## config.mk

```make
export PLATFORM = sky130hd
export DESIGN_NAME = expand_state
export DESIGN_NICKNAME = d
export VERILOG_FILES = /design/src/rtl/expand_state.sv
export SDC_FILE = /design/constraint.sdc
export NUM_CORES = 1
export LEC_CHECK = 0
export BUFFER_PORTS_ARGS = -buffer_cell sky130_fd_sc_hd__buf_4
export CAP_MARGIN = 20
export CORE_ASPECT_RATIO = 0.8
export CORE_MARGIN = 2
export CORE_UTILIZATION = 54
export DETAILED_ROUTE_END_ITERATION = 8
export GPL_TIMING_DRIVEN = 0
export PLACE_DENSITY = 0.9
export SETUP_SLACK_MARGIN = 0.1
export SLEW_MARGIN = 20
export SYNTH_ARGS = -nofsm -noshare
export SYNTH_HDL_FRONTEND = slang
export SYNTH_SLANG_ARGS = --single-unit
```

## constraint.sdc

```tcl
create_clock -name clk -period 3.5 [get_ports clk]
set_input_delay 1.05 -clock clk [delete_from_list [all_inputs] [get_ports clk]]
set_output_delay 1.05 -clock clk [all_outputs]
set_load 0.03 [all_outputs]
```

## src/rtl/expand_state.sv

```systemverilog
// Key-schedule sequencer for bcrypt ExpandState/Expand0State: folds the key into P, then
// drives 521 chained encryptions through feistel and writes each result pair over P and S1..S4.
module expand_state #(
  parameter int unsigned SALT_W = 128
) (
  input  logic              clk,
  input  logic              reset_l,
  input  logic              start,
  input  logic              salt_en,
  input  logic [SALT_W-1:0] salt,
  input  logic [31:0]       key_out,
  output logic [4:0]        key_addr,
  output logic              key_cs_l,
  input  logic [31:0]       p_out,
  output logic [4:0]        p_addr,
  output logic [31:0]       p_in,
  output logic              p_cs_l,
  output logic              p_we_l,
  output logic              p_own,
  output logic [7:0]        s_addr,
  output logic [31:0]       s_in,
  output logic [3:0]        s_we_l,
  output logic              f_start,
  output logic [31:0]       f_L,
  output logic [31:0]       f_R,
  input  logic [31:0]       f_resultL,
  input  logic [31:0]       f_resultR,
  input  logic              f_done,
  output logic              busy,
  output logic              done
);

  typedef enum logic [3:0] {
    StIdle,
    StKeyRd,
    StKeyW0,
    StKeyW1,
    StKeyWr,
    StEncStart,
    StEncWait,
    StWrL,
    StWrR,
    StDone
  } state_e;

  state_e            state_q;
  logic [4:0]        i_q;
  logic [9:0]        n_q;
  logic [31:0]       l_q;
  logic [31:0]       r_q;
  logic [SALT_W-1:0] sreg_q;
  logic              sen_q;

  logic        enc_odd;
  logic [31:0] salt_l;
  logic [31:0] salt_r;
  logic [31:0] enc_l;
  logic [31:0] enc_r;
  logic        wr_is_p;
  logic [8:0]  k;
  logic [3:0]  box_we_l;
  logic [4:0]  wr_p_base;
  logic [7:0]  wr_s_base;

  // Parity of the encryption about to be issued; leaving WR_R that is n+1.
  assign enc_odd  = (state_q == StWrR) ? ~n_q[0] : n_q[0];
  assign salt_l   = enc_odd ? sreg_q[SALT_W-65 -: 32] : sreg_q[SALT_W-1 -: 32];
  assign salt_r   = enc_odd ? sreg_q[SALT_W-97 -: 32] : sreg_q[SALT_W-33 -: 32];
  assign enc_l    = sen_q ? (l_q ^ salt_l) : l_q;
  assign enc_r    = sen_q ? (r_q ^ salt_r) : r_q;

  // Result pair n lands in P for n < 9, otherwise in S box k[8:7] at 2*k[6:0].
  assign wr_is_p   = (n_q < 10'd9);
  assign k         = n_q[8:0] - 9'd9;
  assign box_we_l  = ~(4'b0001 << k[8:7]);
  assign wr_p_base = {n_q[3:0], 1'b0};
  assign wr_s_base = {k[6:0], 1'b0};

  always_ff @(posedge clk or negedge reset_l) begin
    if (!reset_l) begin
      state_q  <= StIdle;
      i_q      <= '0;
      n_q      <= '0;
      l_q      <= '0;
      r_q      <= '0;
      sreg_q   <= '0;
      sen_q    <= 1'b0;
      key_addr <= '0;
      key_cs_l <= 1'b1;
      p_addr   <= '0;
      p_in     <= '0;
      p_cs_l   <= 1'b1;
      p_we_l   <= 1'b1;
      p_own    <= 1'b0;
      s_addr   <= '0;
      s_in     <= '0;
      s_we_l   <= 4'hF;
      f_start  <= 1'b0;
      f_L      <= '0;
      f_R      <= '0;
      busy     <= 1'b0;
      done     <= 1'b0;
    end else begin
      key_cs_l <= 1'b1;
      p_cs_l   <= 1'b1;
      p_we_l   <= 1'b1;
      s_we_l   <= 4'hF;
      p_own    <= 1'b0;
      f_start  <= 1'b0;
      done     <= 1'b0;

      unique case (state_q)
        StIdle: begin
          if (start) begin
            sreg_q   <= salt;
            sen_q    <= salt_en;
            i_q      <= '0;
            n_q      <= '0;
            l_q      <= '0;
            r_q      <= '0;
            busy     <= 1'b1;
            key_addr <= '0;
            p_addr   <= '0;
            key_cs_l <= 1'b0;
            p_cs_l   <= 1'b0;
            p_own    <= 1'b1;
            state_q  <= StKeyRd;
          end
        end
        StKeyRd: begin
          p_own   <= 1'b1;
          state_q <= StKeyW0;
        end
        StKeyW0: begin
          p_own   <= 1'b1;
          state_q <= StKeyW1;
        end
        StKeyW1: begin
          // p_in doubles as the holding register for the XORed word.
          p_in    <= p_out ^ key_out;
          p_cs_l  <= 1'b0;
          p_we_l  <= 1'b0;
          p_own   <= 1'b1;
          state_q <= StKeyWr;
        end
        StKeyWr: begin
          if (i_q == 5'd17) begin
            f_start <= 1'b1;
            f_L     <= enc_l;
            f_R     <= enc_r;
            state_q <= StEncStart;
          end else begin
            i_q      <= i_q + 5'd1;
            key_addr <= i_q + 5'd1;
            p_addr   <= i_q + 5'd1;
            key_cs_l <= 1'b0;
            p_cs_l   <= 1'b0;
            p_own    <= 1'b1;
            state_q  <= StKeyRd;
          end
        end
        StEncStart: begin
          state_q <= StEncWait;
        end
        StEncWait: begin
          if (f_done) begin
            l_q <= f_resultL;
            r_q <= f_resultR;
            if (wr_is_p) begin
              p_addr <= wr_p_base;
              p_in   <= f_resultL;
              p_cs_l <= 1'b0;
              p_we_l <= 1'b0;
              p_own  <= 1'b1;
            end else begin
              s_addr <= wr_s_base;
              s_in   <= f_resultL;
              s_we_l <= box_we_l;
            end
            state_q <= StWrL;
          end
        end
        StWrL: begin
          if (wr_is_p) begin
            p_addr <= wr_p_base | 5'd1;
            p_in   <= r_q;
            p_cs_l <= 1'b0;
            p_we_l <= 1'b0;
            p_own  <= 1'b1;
          end else begin
            s_addr <= wr_s_base | 8'd1;
            s_in   <= r_q;
            s_we_l <= box_we_l;
          end
          state_q <= StWrR;
        end
        StWrR: begin
          if (n_q == 10'd520) begin
            done    <= 1'b1;
            state_q <= StDone;
          end else begin
            n_q     <= n_q + 10'd1;
            f_start <= 1'b1;
            f_L     <= enc_l;
            f_R     <= enc_r;
            state_q <= StEncStart;
          end
        end
        StDone: begin
          busy    <= 1'b0;
          state_q <= StIdle;
        end
        default: state_q <= StIdle;
      endcase
    end
  end

endmodule

```

# Yosys cells after proc, flatten, opt, wreduce, memory -nomap -nowiden
# Index checks and enable logic that the tools add are counted.
# Widths: inputs -> output; s select.
[totals]
regBits = 364
out_inout_bits = 157
in_bits = 261
word_cells = 135
[classes]
magnitude_cmp = 1
mux = 64
shifts = 1
bitwise = 5
n_reduce_logical = 20
eq_ne = 20
n_addsub = 3
[ops]
columns = ["op", "n"]
rows = [
  ["$mux 32", 17],
  ["$pmux 32 s2", 5],
  ["$pmux 32 s3", 1],
  ["$xor 32x32->32", 3],
  ["$pmux 4 s9", 1],
  ["$mux 5", 5],
  ["$mux 8", 3],
  ["$mux 10", 2],
  ["$mux 4", 5],
  ["$pmux 10 s2", 1],
  ["$pmux 5 s4", 1],
  ["$ne 2x2->1 const B", 9],
  ["$eq 4x3->1 const B", 4],
  ["$pmux 8 s2", 1],
  ["$mux 1", 13],
  ["$reduce_and 3->1", 4],
  ["$reduce_bool 2->1", 6],
  ["$add 10x1->10 const B", 1],
  ["$eq 10x10->1 const B", 1],
  ["$lt 10x4->1 const B", 1],
  ["$pmux 1 s5", 2],
  ["$pmux 5 s2", 1],
  ["$sub 9x4->9 const B", 1],
  ["$eq 4x2->1 const B", 2],
  ["other kinds (18)", 24],
]

# Depth between registers and ports, before layout
[depth]
ltp_word = 7
ltp_mapped = 11
depth_no_buf = 8

# Least setup slack after synthesis
# OpenSTA, ideal clock, no wires.
[synth_path]
kind = "flip-flop to flip-flop"
from = "register state_q[1]"
to = "register f_R[27]"
arrival_time_ns = 2.662
setup_slack_ns = 0.713
path_buffers = 3
synth_period_minus_slack_ns = 2.787
setup_ns = 0.125
required_time_ns = 3.375
stages_incl_launch_ff = 12
path_cell_list = "dfrtp_1 clkbuf_1 nor3_2 nand2_1 inv_1 ha_1 clkbuf_1 clkbuf_1 mux2_2 nand2_1 xnor2_1 mux2_2"
[synth_via]
elab_chain_cells = 7
elab_cells_between_ends = 13
cone_classes = "4 x eq/ne; 6 x mux; 1 x bitwise; 2 x reduce/logical"
[synth_lines]
columns = ["element", "line_no", "text"]
rows = [
  ["from (decl)", "46", "state_e state_q;"],
  ["from (signal assigned)", "81", "state_q <= StIdle;"],
  ["from (signal assigned)", "127", "state_q <= StKeyRd;"],
  ["from (signal assigned)", "132", "state_q <= StKeyW0;"],
  ["$eq 4x4->1", "66, 112", ""],
  ["$mux 1", "66", "assign enc_odd = (state_q == StWrR) ? ~n_q[0] : n_q[0];"],
  ["$mux 32", "68", "assign salt_r = enc_odd ? sreg_q[SALT_W-97 -: 32] : sreg_q[SALT_W-33 -: 32];"],
  ["$xor 32x32->32", "70", "assign enc_r = sen_q ? (r_q ^ salt_r) : r_q;"],
  ["$mux 32", "70", ""],
  ["$mux 32 (on tied branches)", "198, 147", ""],
  ["$pmux 32 s2", "112", "unique case (state_q)"],
  ["to (signal assigned)", "150", "f_R <= enc_r;"],
  ["to (signal assigned)", "205", "f_R <= enc_r;"],
  ["to (decl)", "25", "output logic [31:0] f_R,"],
]
# Parallel ways exist; a longest one is shown, timed or not. The select of a mux whose other input is x is not followed.
# A chain may end at the register's enable or synchronous reset.

# Worst setup path after layout
[layout_path]
from = "register state_q[1]"
to = "register sreg_q[93]"
[layout_via]
elab_chain_cells = 2
[layout_lines]
columns = ["element", "line_no", "text"]
rows = [
  ["$logic_not 4->1", "112", ""],
  ["$reduce_and 2->1 (no source line)", "-", ""],
  ["to (signal assigned)", "115", "sreg_q <= salt;"],
  ["to (decl)", "51", "logic [SALT_W-1:0] sreg_q;"],
]
# Every way passes these cells.

==> impl_results.md <==
* Placer Congestion at 0.952
* Layout area overhead at 30.1%
* Overflow after GRT at 0
* Root buf cell: clkbuf_16
* Top cells by area, synth: dfrtp_1 (52%), mux2_2 (15%), nand2_1 (13%)
* Achievable frequency at about 320 MHz
* Final nets at 2426
* Cell taking the most area after synthesis: dfrtp_1
* Max-slew violations at 0
* Vias in the first global route at roughly 15000
* Status: finished clean
* Pre-antenna DRT Iters at 5
* Worst vdd ir at ~0.00038 V
* Setup crit start kind: register
* Async SR Flop Fraction at between 90% and 100%
* Worst hold path type: in2async
* CTS max path bufs at 3
* Pin count of the biggest net entering global routing at about 100
* Power share of the sequential group at roughly 45%
* Post-synth cell types at 57
* Reg-to-reg slack, setup at 0.35 ns
* Yosys warns at 0
* Critical path class: reg2reg
* RSZ-0062 raised after global routing: no
* Post-Syn Area at about 17000 um^2
* Period utilization at around 90%
* Setup Viol. Count Final at 0
* DR DRC count at 0
* H-tree depth at 2
* Worst slew pin tran at 1.05 ns
* Syn nets at 1967
* TritonCTS clock tree: built
* EDFF count, synth at 0
* Post-Synthesis Cells at 1700
* Max_cap viols at 0
* Antenna violations before repair at 6
* Worst R2R Path Depth at 8
* GRT Total Usage at between 30% and 40%
* Clock slew at reported path FFs at around 0.060 ns
* Combinational Power Share at 7.0%
* Site Rows at 58
* CORE AREA at approximately 31000 um^2
* Switching fraction of total power at between 20% and 30%
* Tmin final at between 3 and 4 ns
* Crit path required time at between 3 and 4 ns
* Pwr dens at 426 nW/um^2
* Die width at approximately 200 um
* Vias per cell at approximately 5.6
* Total CTS buffers at 38
* Crit path DAT at about 3.6 ns
* Clk_lat worst skew at approximately 0.54 ns
* Relative slew slack at 30.0%
* Leak Pwr at ~12 nW
* IO Count at about 420
* Overall Power at about 9.5 mW
* Dpl cells at about 2500
* Yosys top cell area share at between 50% and 60%
* DRT iter0 DRCs at 1292
* Dpl hpwl at about 42000 um
* Avg Synthesized Cell Area at around 10 um^2
* Share of layout cells above drive strength 1 at between 30% and 40%
* IO Port Bufs at 417
* Worst-path fanout max at 10
* Net Switching at approximately 2.1 mW
* Crit end category: register
* Finished Layout Cells at 2613
* Initial Utilization at roughly 55%
* DRT Wirelength at 57400 um
* Die ar. at ~33000 um^2
* Int Pwr at around 7.4 mW
* Synth Register Bits at between 300 and 400
* Clock Skews at about 0.014 ns
* CTS Sinks at 364
* Via count at 14700
* Fin. Hold Viols at 0
* Routed Antenna Nets at 0
* Clock share of power at between 40 and 50%
* Wirelength per Cell at around 22 um
* First-pass GRT wire length at approximately 87000 um
* Sequential area share after synthesis at a little over half
* Die Ht at approximately 160 um
* Synth Flop Type: dfrtp_1
logic make-up after synthesis:
group / synth area share [%]
buf+inv: 2.94
compound gates: 2.80
mux: 17.4
flops: 52.9
xor+xnor: 5.85
simple gates: 17.6
fa+ha+maj: 0.436
synthesized netlist by cell type (3+ instances only):
cell type / number
dfstp_2: 7
nor4_1: 3
mux2_4: 8
nor2_1: 47
dfrtp_1: 357
clkbuf_1: 78
mux2i_1: 34
o211ai_1: 3
xor2_1: 44
nand2_1: 597
inv_1: 11
buf_1: 5
o21ai_0: 15
a21oi_1: 42
mux2_2: 226
or3_1: 3
buf_2: 12
ha_1: 6
nand3_1: 74
o21a_1: 3
nand4_1: 3
buf_6: 5
xnor2_1: 71
o31ai_1: 3
buf_4: 5
worst max-delay path, cell delays in order, from the launching register on:
cell	delay [ns]
dfrtp_1	0.37
clkbuf_1	0.25
nor3_4	0.49
and2_0	0.18
clkbuf_1	0.64
clkbuf_1	0.55
buf_2	0.38
nand2_1	0.13
nand2_1	0.08
power groups by stage:
| stage | sequential, mW | clock (mW) | combinational, mW |
|---|---|---|---|
| after floorplan | 4.42 | 0 | 0.126 |
| after global placement | 4.35 | 0 | 0.642 |
| after detailed placement | 4.35 | 0 | 0.669 |
| after CTS | 4.27 | 4.63 | 0.672 |
| after global routing | 4.27 | 4.81 | 0.719 |
| final | 4.27 | 4.60 | 0.672 |
layout by cell type (no fill, tap or decap), types with 3 or more instances in the layout:
master and instances:
mux2_2 226, ha_1 5, nand3_1 74, buf_4 421, buf_2 12, dfrtp_1 357
o21ai_0 15, clkbuf_8 6, dfstp_2 7, nor4_1 3, mux2_4 8, bufinv_16 9
xor2_1 44, nor2_1 47, or3_1 3, xnor2_1 71, clkbuf_16 39, mux2i_1 34
clkbuf_2 6, clkinv_2 9, diode_2 5, o211ai_1 3, buf_16 3, buf_1 5
nand4_1 3, inv_1 11, a21oi_1 42, clkbuf_1 74, buf_6 5, o21a_1 3
nand2_1 597, o31ai_1 3
path summary, 6_finish.rpt:
check | start | end
max in group asynchronous | reset_l | sreg_q[72]
min in group clk | sreg_q[15] | sreg_q[15]
setup reg to reg | state_q[1] | sreg_q[93]
hold / removal | reset_l | sreg_q[121]
setup / recovery | state_q[1] | sreg_q[93]
hold reg to reg | sreg_q[15] | sreg_q[15]
metrics by stage:
step / worst slack, ns / hold WS (ns) / util, % / area [um^2] / TNS [ns]
after floorplan: 0.713 / 0.440 / - / 17200 / 0
after global routing: 0.202 / 0.486 / 71.3 / 22400 / 0
after CTS: 0.113 / 0.474 / 71.3 / 22400 / 0
after detailed placement: -0.425 / 0.458 / 66.7 / 21000 / -17.38
after global placement: -1.98 / 0.452 / 66.5 / 20900 / -713.68
final: 0.347 / 0.455 / 71.3 / 22400 / 0
flip-flops by register name, summed over array words and instances (netlist names):
name	flops
state_q	4
s_we_l	4
p_cs_l	1
f_L	32
r_q	32
p_addr	5
p_own	1
f_start	1
f_R	32
sreg_q	128
s_addr	8
p_in	32
sen_q	1
busy	1
l_q	32
p_we_l	1
done	1
s_in	32
n_q	10
i_q	5
key_cs_l	1
routing by layer:
metal	global-route usage [%]	vias to the layer above	share of wire [%]
li1	-	6488	-
met3	8.15	147	9.4
met1	45.5	7234	40
met5	0	-	0.040
met2	55.5	796	47
met4	13.0	4	3.4
repair_timing:
action | 4_1_cts | 5_1_grt
setup buffers | 0 | 0
resized for setup | 5 | 5
hold buffers | 0 | 0
setup endpoints to repair | 60 | 31
final cells by class:
cell class / instances / area [um^2]
multi-input cells: 1220 / 7610
inverters: 11 / 41.3
diodes: 5 / 12.5
flip-flops and latches: 364 / 9120
clock inverters: 21 / 340
well taps: 420 / 526
repair buffers: 420 / 3220
clock buffers: 48 / 1070
plain buffers: 104 / 469
fillers: 2192 / 9010
Note: power is estimated with default switching activity, not from simulation.
